===== config.mk =====
export PLATFORM = sky130hd
export DESIGN_NAME = forward_stall_unit
export DESIGN_NICKNAME = d
export VERILOG_FILES = /design/src/rtl/forward_stall_unit.sv
export SDC_FILE = /design/constraint.sdc
export NUM_CORES = 1
export LEC_CHECK = 0
export CAP_MARGIN = 20
export CORE_MARGIN = 2
export CORE_UTILIZATION = 35
export CTS_BUF_LIST = sky130_fd_sc_hd__clkbuf_2
export DETAILED_ROUTE_END_ITERATION = 8
export REMOVE_ABC_BUFFERS = 1
export SLEW_MARGIN = 20
export SYNTH_ARGS = -nofsm -noshare
export SYNTH_HDL_FRONTEND = slang
export SYNTH_SLANG_ARGS = --single-unit

===== constraint.sdc =====
create_clock -name clk -period 2.1 [get_ports clk]
set_input_delay 0.315 -clock clk [delete_from_list [all_inputs] [get_ports clk]]
set_output_delay 0.315 -clock clk [all_outputs]
set_load 0.01 [all_outputs]

===== src/rtl/forward_stall_unit.sv =====
// Forwarding-select and load-use stall control for an ID/EX/MEM/WB pipeline.
// fwd_sel/ex_bubble come straight from stage registers; id_ready is combinational and drops for LOAD_STALL cycles on load-use or while flushing.
module forward_stall_unit #(
    parameter int REG_W      = 5,
    parameter int NUM_SRC    = 2,
    parameter int LOAD_STALL = 1
) (
    input  logic                     clk,
    input  logic                     rst,
    input  logic                     id_valid,
    input  logic [NUM_SRC*REG_W-1:0] id_rs,
    input  logic [REG_W-1:0]         id_rd,
    input  logic                     id_regwrite,
    input  logic                     id_memread,
    input  logic                     flush,
    output logic                     id_ready,
    output logic                     ex_bubble,
    output logic [2*NUM_SRC-1:0]     fwd_sel,
    output logic [15:0]              stall_count
);

    typedef enum logic {
        IDLE  = 1'b0,
        STALL = 1'b1
    } state_t;

    state_t state, state_nxt;
    logic [1:0] cnt, cnt_nxt;

    logic                     ex_valid, ex_regwrite, ex_memread;
    logic [REG_W-1:0]         ex_rd;
    logic [NUM_SRC*REG_W-1:0] ex_rs;
    logic                     mem_valid, mem_regwrite;
    logic [REG_W-1:0]         mem_rd;
    logic                     wb_valid, wb_regwrite;
    logic [REG_W-1:0]         wb_rd;

    logic ex_writer, mem_writer, wb_writer;
    logic hazard;
    logic accept;

    assign ex_writer  = ex_valid  && ex_regwrite  && (ex_rd  != '0);
    assign mem_writer = mem_valid && mem_regwrite && (mem_rd != '0);
    assign wb_writer  = wb_valid  && wb_regwrite  && (wb_rd  != '0);

    // Load-use: the load in EX cannot forward its data until it reaches WB.
    always_comb begin
        hazard = 1'b0;
        if (id_valid && ex_writer && ex_memread) begin
            for (int k = 0; k < NUM_SRC; k++) begin
                if ((id_rs[k*REG_W +: REG_W] == ex_rd) && (id_rs[k*REG_W +: REG_W] != '0))
                    hazard = 1'b1;
            end
        end
    end

    always_ff @(posedge clk or posedge rst) begin
        if (rst) begin
            state <= IDLE;
            cnt   <= '0;
        end else begin
            state <= state_nxt;
            cnt   <= cnt_nxt;
        end
    end

    // A single-cycle stall needs no STALL state: the hazard clears once the load leaves EX.
    always_comb begin
        state_nxt = state;
        cnt_nxt   = cnt;
        if (flush) begin
            state_nxt = IDLE;
            cnt_nxt   = '0;
        end else begin
            case (state)
                IDLE: begin
                    if (hazard && (LOAD_STALL > 1)) begin
                        state_nxt = STALL;
                        cnt_nxt   = 2'(LOAD_STALL - 1);
                    end
                end
                STALL: begin
                    if (cnt == 2'd1) begin
                        state_nxt = IDLE;
                        cnt_nxt   = '0;
                    end else begin
                        cnt_nxt = cnt - 2'd1;
                    end
                end
                default: begin
                    state_nxt = IDLE;
                    cnt_nxt   = '0;
                end
            endcase
        end
    end

    always_comb begin
        id_ready = 1'b0;
        if (!flush && (state == IDLE) && !hazard)
            id_ready = 1'b1;
    end

    assign accept = id_valid && id_ready;

    always_ff @(posedge clk or posedge rst) begin
        if (rst) begin
            ex_valid     <= 1'b0;
            ex_regwrite  <= 1'b0;
            ex_memread   <= 1'b0;
            ex_rd        <= '0;
            ex_rs        <= '0;
            mem_valid    <= 1'b0;
            mem_regwrite <= 1'b0;
            mem_rd       <= '0;
            wb_valid     <= 1'b0;
            wb_regwrite  <= 1'b0;
            wb_rd        <= '0;
        end else begin
            mem_valid    <= ex_valid;
            mem_regwrite <= ex_regwrite;
            mem_rd       <= ex_rd;
            wb_valid     <= mem_valid;
            wb_regwrite  <= mem_regwrite;
            wb_rd        <= mem_rd;
            if (accept) begin
                ex_valid    <= 1'b1;
                ex_regwrite <= id_regwrite;
                ex_memread  <= id_memread;
                ex_rd       <= id_rd;
                ex_rs       <= id_rs;
            end else begin
                ex_valid    <= 1'b0;
                ex_regwrite <= 1'b0;
                ex_memread  <= 1'b0;
                ex_rd       <= '0;
                ex_rs       <= '0;
            end
        end
    end

    always_ff @(posedge clk or posedge rst) begin
        if (rst)
            stall_count <= '0;
        else if (id_valid && !id_ready && !flush && (stall_count != 16'hFFFF))
            stall_count <= stall_count + 16'd1;
    end

    // MEM is checked last so the most recent producer wins.
    always_comb begin
        fwd_sel = '0;
        for (int k = 0; k < NUM_SRC; k++) begin
            if (ex_valid && (ex_rs[k*REG_W +: REG_W] != '0)) begin
                if (wb_writer && (wb_rd == ex_rs[k*REG_W +: REG_W]))
                    fwd_sel[2*k +: 2] = 2'b10;
                if (mem_writer && (mem_rd == ex_rs[k*REG_W +: REG_W]))
                    fwd_sel[2*k +: 2] = 2'b01;
            end
        end
    end

    assign ex_bubble = !ex_valid;

endmodule


==> run metrics, run 1 <==
Min Hold Slack=between 0.2 and 0.25 ns; CP Class=flop to output pin; DRT iter0 DRCs=47; fin crit share=117%; via count=between 1500 and 2000; sequential area share after synthesis=approximately 55%; area grow syn2layout=37.3%; Detailed Route WL=about 4900 um; Ports=43; slowest stage cell, crit path=or4_4; H-Tree Depth=2; status=complete, but fails checks; Die H=roughly 86 um; Synth Register Bits=51; ys async rst share=100%; critical path launch point type=flop; initial core utilization=between 30% and 40%; fin crit period=2.46 ns; Worst Tran Pin Value=just over 0.4 ns; most common cell in the netlist=dfrtp_1; M1 GR Usage=a little under a fifth; Max-Slew Margin vs Limit=between 70% and 80%; layout cell share with drive strength beyond 1=between 20% and 30%; Final Net Count=302; hold buffers post-CTS=0; Global Route met3 Usage=under 10%; Avg Inst Size Synth=approximately 11 um^2; vias in the first global route=~1800; CP top delay family=simple AND/OR/NAND/NOR gates; Max Cap Viol=0; GRT Overall Usage=approximately 14%; Core Area=~6400 um^2; clock buffer count from CTS=5; Mapped Area=between 2000 and 2500 um^2; number of antenna diodes=0; Synth area leaders=dfrtp_1 (55%), xor2_1 (10%), xnor2_1 (6.4%), and3_1 (5.1%), nor3_1 (2.4%); Crit. End Element=output pin; crit-path cells=or4_4 > o211ai_1 > nor4_1 > nand3_1 > nor4b_4 > buf_2; commonest cells in the synthesized netlist=dfrtp_1 (51), xor2_1 (27), and3_1 (19); DRC errors left=0; global-route wire length before repair=8250 um; worst skew pair latency=0.41 ns; VDD IR max=0.292 mV; Buf/Inv on CP=1; distinct cell type count after synthesis=31; count of final hold-check violations=0; setup TNS=-1.36 ns; Clock Skew=~0.017 ns; Pleak=~0.0016 uW; CTS clk-pin slew, worst paths=between 0.2 and 0.25 ns; failing checks=setup timing; Clock Tree Root=clkbuf_2; global-route layer with the greatest usage=met2; placed wire-length estimate=between 3000 and 4000 um; share of the synthesized area in the top cell type=roughly 55%; antenna violations before repair=0; CTS sink count=a little over 50; DR WL/cell=13.9 um; drt first pass iters=4; CTS tree=done; Cell Pwr Density=around 500 nW/um^2; Hold Path Class=primary input to async pin; routing usage on met2=between 20% and 30%; unrepaired setup endpoints after global routing=true; Slowest Stage Delay on Critical Path=approximately 0.5 ns; most used flip-flop cell after synthesis=dfrtp_1; die width=85.7 um; Yosys top cell by area=dfrtp_1; Critical Path RT=around 1.8 ns; remaining global-route overflow=0; ANT nets after route=0; Post-synth EDFFs=0; Syn. warnings=0; Max Freq=slightly above 400 MHz; largest net degree at the start of global routing=52; die area=7340 um^2; Slew Viols, Final=0; CP Max Fanout=2; FP Rows=29; Vias/cell=~5; endpoints failing setup=5; fin worst setup slack=-0.359 ns; Fill cells=~570; WP data arrival=around 2.1 ns; Max Root-Sink Buffers=2; Mapped Cells=204; count of buffers inserted at the top-level ports=42; RePlAce Congestion=approximately 0.75
-- placed cells by master, fill, tap and decap left out, types with 7 or more instances in the layout --
cell	count
dfrtp_1	48
clkdlybuf4s50_1	29
buf_4	28
xor2_1	27
and3_1	19
xnor2_1	17
nor3_1	11
nand3_1	9
nor2_1	7
nand2_1	7
-- repair_timing --
| item | CTS | global route |
|---|---|---|
| pin swaps | 20 | 11 |
| endpoints found under the setup margin | 5 | 9 |
| buffers inserted | 3 | 1 |
| resized for setup | 41 | 17 |
-- area by class of cell --
class	instances	area [um^2]	area share, %
clock buffers	6	30.0	0.938
inverters	4	15.0	0.469
multi-input cells	143	1130	35.3
flip-flops and latches	51	1280	40.0
well taps	77	96.3	3.01
repair buffers	74	652	20.4
-- tightest hold or removal path, stage by stage --
cell             delay [ns]
clkdlybuf4s50_1        0.41
inv_2                  0.07
buf_12                 0.25
-- state kept, by name, indices dropped and copies added, names as in the netlist, 2 cells and up --
register     flops
mem_rd           5
cnt              2
stall_count     16
ex_rd            5
ex_rs           10
wb_rd            5
-- logic make-up (layout without fill, tap and decap cells) --
group	after synthesis	after routing	share of synthesized area, %
simple gates	84	84	20.9
flops	51	51	54.7
xor+xnor	44	44	16.5
compound gates	11	11	3.43
buf+inv	10	84	2.36
fa+ha+maj	2	2	1.07
mux	2	2	1.07
-- final timing paths --
path                                       startpoint                          end  slack, ns  cells after the start
worst max-delay path              mem_rd[2]$_DFF_PP0_                   fwd_sel[1]      -0.36                      6
worst min-delay path                              rst           ex_rd[4]$_DFF_PP0_       0.21                      3
worst max register to register     ex_rd[0]$_DFF_PP0_  stall_count[11]$_DFFE_PP0P_       0.13                      8
worst min register to register  ex_regwrite$_DFF_PP0_       mem_regwrite$_DFF_PP0_       0.40                      0
max in group asynchronous                         rst           ex_rd[0]$_DFF_PP0_       1.65                      3
min in group clk                             id_rs[1]           ex_rs[1]$_DFF_PP0_       0.36                      3
-- per-stage QoR --
stage / power, uW / cells / worst slack, ns / area (um^2) / utilization (%)
final: 1580 / 355 / -0.359 / 3200 / 50.2
after CTS: 1600 / 355 / -0.382 / 3110 / 48.7
after global placement: 1230 / 346 / -0.770 / 3040 / 47.6
after global routing: 1670 / 355 / -0.507 / 3200 / 50.2
after floorplan: 1130 / 198 / 0.0143 / 2290 / -
after detailed placement: 1240 / 346 / -0.794 / 3040 / 47.6
-- per-layer routing --
layer,share of wire [%],wire [um]
met1,45,2200
met2,50,2470
met5,0,0
met3,3.5,175
met4,1.9,95
-- power by group --
group          leakage (uW)  switching (uW)  internal, uW
logic              0.000905            90.0           106
clock network     0.0000249             278          75.2
registers          0.000690            21.7          1010
total               0.00162             390          1190
(Power assumes the default switching activity.)
==> inputs of run 2 (changes only) <==
Settings changed: CORE_ASPECT_RATIO set to 1.25, REMOVE_ABC_BUFFERS 1 to not set.
==> run 2 against run 1 <==
Effect of this change: the flow still finishes with violations (setup timing); combinational power is 6% higher; critical path depth is 1 higher; global-route usage is 0.45 points higher; clock skew is 0.017 ns higher; via count is 1.6% higher; non-clock buffer count is 1 higher; highest routed layer unchanged; clock power is 39% higher; worst setup slack worse by 0.19 ns; clock-buffer cell count is 1 lower; sequential share of layout area is 0.30 points lower; largest cell class unchanged.
==> run metrics, run 2 (synthesis results as in run 1) <==
non-filler cells, final=around 370; fin crit share=126%; via count=1759; Clock Skew=roughly 0.033 ns; CP Class=flop to output pin; DR WL/cell=14.1 um; unrepaired setup endpoints after global routing=true; Final Net Count=~300; area grow syn2layout=38.2%; final design utilization=49.4%; DRT iter0 DRCs=between 50 and 60; Max Freq=about 380 MHz; Detail Route met2 WL=2860 um; Reg with most FFs=stall_count; Pleak=approximately 0.0016 uW; number of antenna diodes=0; GRT Overall Usage=between 10% and 20%; Worst Tran Pin Value=0.517 ns; fin crit period=roughly 2.6 ns; ANT nets after route=0; drt first pass iters=4; wire length on met3=161 um; Top Layer Used=met4; Vias/cell=around 4.8; most common cell after layout, fill and taps aside=dfrtp_1; Die H=~95 um; Min Hold Slack=approximately 0.19 ns; CP Max Fanout=2; CTS clk-pin slew, worst paths=roughly 0.26 ns; Slew Viols, Final=0; fin worst setup slack=-0.544 ns; CP top delay family=simple AND/OR/NAND/NOR gates; RePlAce Congestion=0.792; Largest regs=stall_count (16), ex_rs (10); Core Area=around 6500 um^2; layout cell share with drive strength beyond 1=around a quarter; final std cell area, no fill=roughly 3200 um^2; slowest stage cell, crit path=or4_4; crit-path cells=or4_4 > o211ai_1 > buf_4 > nor4_4 > nand3_2 > nor4b_4 > buf_2; Slowest Stage Delay on Critical Path=0.54 ns; Critical Path RT=around 1.8 ns; largest net degree at the start of global routing=34; remaining global-route overflow=0; Detailed Route WL=5200 um; endpoints failing setup=5; Buf/Inv on CP=2; Hold Path Class=primary input to async pin; CTS tree=done; Cell Pwr Density=approximately 530 nW/um^2; syn nets=approximately 230; Max-Slew Margin vs Limit=65.4%; die area=between 7000 and 8000 um^2; count of buffers inserted at the top-level ports=42; die width=a little under 80 um; placed wire-length estimate=about 3800 um; DRC errors left=0; initial core utilization=35.8%; Max Root-Sink Buffers=2; antenna violations before repair=0; FP Rows=33; max reg flops=16; global-route wire length before repair=slightly above 8000 um; setup TNS=-1.90 ns; Ports=43; DP Area=approximately 3000 um^2; Crit. End Element=output pin; clock buffer count from CTS=5; Clock Tree Root=clkbuf_2; H-Tree Depth=2; commonest cells after routing, fill and taps aside=dfrtp_1 (49), buf_4 (31), clkdlybuf4s50_1 (29); critical path launch point type=flop; vias in the first global route=about 1800; status=complete, but fails checks; Max Cap Viol=0; CTS sink count=51; met1 wire length=2090 um; Placed Cells incl. Taps=353; WP data arrival=around 2.3 ns; worst skew pair latency=0.42 ns; failing checks=setup timing; VDD IR max=~0.37 mV; count of final hold-check violations=0
run 2: worst paths after layout:
kind	slack [ns]	from	depth (start not counted)	end
setup / recovery	-0.54	mem_rd[4]$_DFF_PP0_	7	fwd_sel[1]
hold / removal	0.19	rst	2	stall_count[4]$_DFFE_PP0P_
setup reg to reg	0.16	ex_rd[1]$_DFF_PP0_	8	stall_count[3]$_DFFE_PP0P_
hold reg to reg	0.41	ex_regwrite$_DFF_PP0_	0	mem_regwrite$_DFF_PP0_
max in group asynchronous	1.41	rst	3	ex_rd[1]$_DFF_PP0_
min in group clk	0.37	id_rs[7]	3	ex_rs[7]$_DFF_PP0_
run 2: final cells by class:
class | instances | area, um^2
fill | 621 | 3300
sequential | 51 | 1280
multi-input combinational | 143 | 1110
timing repair buffer | 75 | 649
tap | 87 | 109
clock inverter | 3 | 38.8
clock buffer | 5 | 25.0
inverter | 4 | 15.0
run 2: where the power goes:
| part | switching, uW | internal [uW] |
|---|---|---|
| clock | 293 | 196 |
| combinational | 96.4 | 110 |
| sequential | 20.0 | 1010 |
run 2: layer usage:
layer  up-vias  GRT usage [%]
met5         -              0
met4         0           4.61
met3         8           2.75
met2        31           28.8
met1       853           15.9
li1        867              -
run 2: timing repair:
item	in CTS	in global routing
resized for setup	40	12
endpoints found under the setup margin	5	5
setup buffers	6	1
hold buffers	0	0
pin swaps	13	8
cloned	0	0
run 2: per-stage QoR:
stage | power [uW] | worst slack, ns
3_5_place_dp | 1240 | -0.825
5_1_grt | 1810 | -0.670
3_3_place_gp | 1230 | -0.836
6_report | 1720 | -0.544
2_1_floorplan | 1130 | 0.0857
4_1_cts | 1730 | -0.565
==> inputs of run 3 (changes only) <==
Settings changed: CELL_PAD_IN_SITES_DETAIL_PLACEMENT set to 0, CELL_PAD_IN_SITES_GLOBAL_PLACEMENT set to 2, PLACE_DENSITY_LB_ADDON set to 0.1.
Clock period 2.1 ns to 3.1 ns, I/O delays scaled along.
==> run 3 against run 2 <==
Effect of this change: critical path type unchanged; sequential cell count unchanged; combinational power fell by 43%; the flow now finishes without violations; highest routed layer unchanged; cell count shrank 3.5%; global-route usage grew 0.37 points.
==> run metrics, run 3 (synthesis results as in run 1) <==
status=completed; DRT iter0 DRCs=slightly above 90; initial core utilization=roughly 36%; vias in the first global route=1696; FP Rows=33; HP Start=mem_valid$_DFF_PP0_; Clock Skew=~0.018 ns; commonest cells after routing, fill and taps aside=dfrtp_1 (51), clkdlybuf4s50_1 (39), xor2_1 (27); DP Area=2940 um^2; Max Cap Viol=0; max reg flops=16; endpoints failing setup=0; setup TNS=0 ns; CP Max Fanout=2; hold buffers post-CTS=0; antenna violations before repair=0; remaining global-route overflow=0; DR WL/cell=between 10 and 15 um; Pleak=0.00148 uW; worst skew pair latency=about 0.42 ns; Slew Viols, Final=0; ANT nets after route=0; CTS sink count=51; fin crit period=2.91 ns; VDD IR max=around 0.15 mV; die width=between 70 and 80 um; Hold Path Class=flop to flop; Crit. End Element=output pin; placed wire-length estimate=~3800 um; Min Hold Slack=between 0.4 and 0.5 ns; Reg with most FFs=stall_count; fin worst setup slack=around 0.19 ns; Core Area=6520 um^2; Slowest Stage Delay on Critical Path=roughly 0.53 ns; Max Freq=approximately 340 MHz; Worst Reg-to-Reg Cells=6; RR Startpoint=stall_count[2]$_DFFE_PP0P_; count of buffers inserted at the top-level ports=42; CTS tree=done; Largest regs=stall_count (16), ex_rs (10); slowest stage cell, crit path=or4_1; Die H=around 95 um; DRC errors left=0; RePlAce Congestion=between 0.8 and 0.9; pre-CTS WS=-0.105 ns; r2r setup slk=between 0.6 and 0.7 ns; hold path endpoint=wb_valid$_DFF_PP0_; Critical Path RT=2.63 ns; count of final hold-check violations=0; die area=about 7300 um^2; crit-path cells=or4_1 > o211ai_1 > buf_4 > nor4_1 > nand3_1 > nor2_1 > clkdlybuf4s50_1; clock buffer count from CTS=5; WP data arrival=roughly 2.5 ns; CTS clk-pin slew, worst paths=about 0.23 ns; Final Net Count=between 200 and 300; unrepaired setup endpoints after global routing=false; Detailed Route WL=5140 um; GRT Overall Usage=about 15%; H-Tree Depth=2; drt first pass iters=4; WHS Path Cells=0; Ports=43; fin crit share=between 90% and 100%; final std cell area, no fill=~3000 um^2; layout cell share with drive strength beyond 1=12.7%; Max-Slew Margin vs Limit=between 30% and 40%; global-route wire length before repair=8330 um; most common cell after layout, fill and taps aside=dfrtp_1; syn nets=227; Worst Tran Pin Value=0.905 ns; via count=1719; CP Class=flop to output pin; largest net degree at the start of global routing=52; Clock Tree Root=clkbuf_2; final design utilization=46.4%; Cell Pwr Density=between 300 and 400 nW/um^2; area grow syn2layout=29.6%; capture point of the worst reg-to-reg path=stall_count[1]$_DFFE_PP0P_; Max Root-Sink Buffers=2; number of antenna diodes=0; critical path launch point type=flop; Vias/cell=4.84
==> run 3: cell types whose count changed in the layout (fill, tap and decap cells not counted), moves of 2 or more <==
cell             previous run  this run
clkdlybuf4s50_1            29        39
buf_2                       5         0
xnor2_1                    14        17
dfrtp_2                     2         0
nor4_1                      2         4
buf_4                      31        20
a21oi_1                     0         3
dlygate4sd2_1               8         3
a21oi_2                     3         0
or4_1                       3         6
or4_4                       3         0
dfrtp_1                    49        51
xnor2_2                     3         0
==> run 3: cell type report <==
| cell class | instances | area, um^2 |
|---|---|---|
| fillers | 684 | 3500 |
| flip-flops and latches | 51 | 1280 |
| multi-input cells | 143 | 1010 |
| repair buffers | 62 | 567 |
| well taps | 87 | 109 |
| clock buffers | 6 | 30.0 |
| inverters | 4 | 15.0 |
| clock inverters | 2 | 12.5 |
==> run 3: power by group <==
part	total [uW]	internal (uW)	switching (uW)
clock network	259	57.5	202
registers	701	683	18.1
logic	117	65.0	52.0
total	1080	805	272
==> run 3: metal layers <==
| metal | GRT usage, % | wire length, um | vias to the layer above | part of all wire, % |
|---|---|---|---|---|
| met2 | 29.9 | 2960 | 27 | 58 |
| met4 | 6.99 | 144 | 0 | 2.8 |
| li1 | - | - | 839 | - |
| met1 | 14.7 | 1850 | 843 | 36 |
| met3 | 3.31 | 181 | 10 | 3.5 |
| met5 | 0 | 0 | - | 0 |
==> run 3: repair_timing <==
action	4_1_cts	5_1_grt
gates resized for setup	3	2
setup endpoints to repair	3	2
buffers inserted	5	0
gates cloned	0	0
pin swaps	2	0
==> run 3: worst max-delay path by stage <==
| stage | depth (start not counted) | from | slack, ns | end |
|---|---|---|---|---|
| floorplan | 5 | id_rs[5] | 0.91 | id_ready |
| global placement | 8 | id_rs[5] | -0.09 | id_ready |
| detailed placement | 8 | id_rs[5] | -0.10 | id_ready |
| CTS | 7 | mem_rd[1]$_DFF_PP0_ | 0.12 | fwd_sel[2] |
| global route | 7 | mem_rd[1]$_DFF_PP0_ | 0.007 | fwd_sel[2] |
| finish | 7 | mem_rd[1]$_DFF_PP0_ | 0.19 | fwd_sel[2] |
==> run 3: through the flow <==
stage	cells	total power, uW
global placement	342	829
finish	355	1080
floorplan	204	766
detailed placement	342	829
global route	355	1140
CTS	355	1100
==> run 3: worst max-delay path: cells and delay by family, from the launching register on <==
family                 cells  cell delay [ns]
AOI/OAI and AO/OA          1             0.25
and+or+nand+nor            4             0.72
DFF                        1             0.44
buffers and inverters      2             0.63
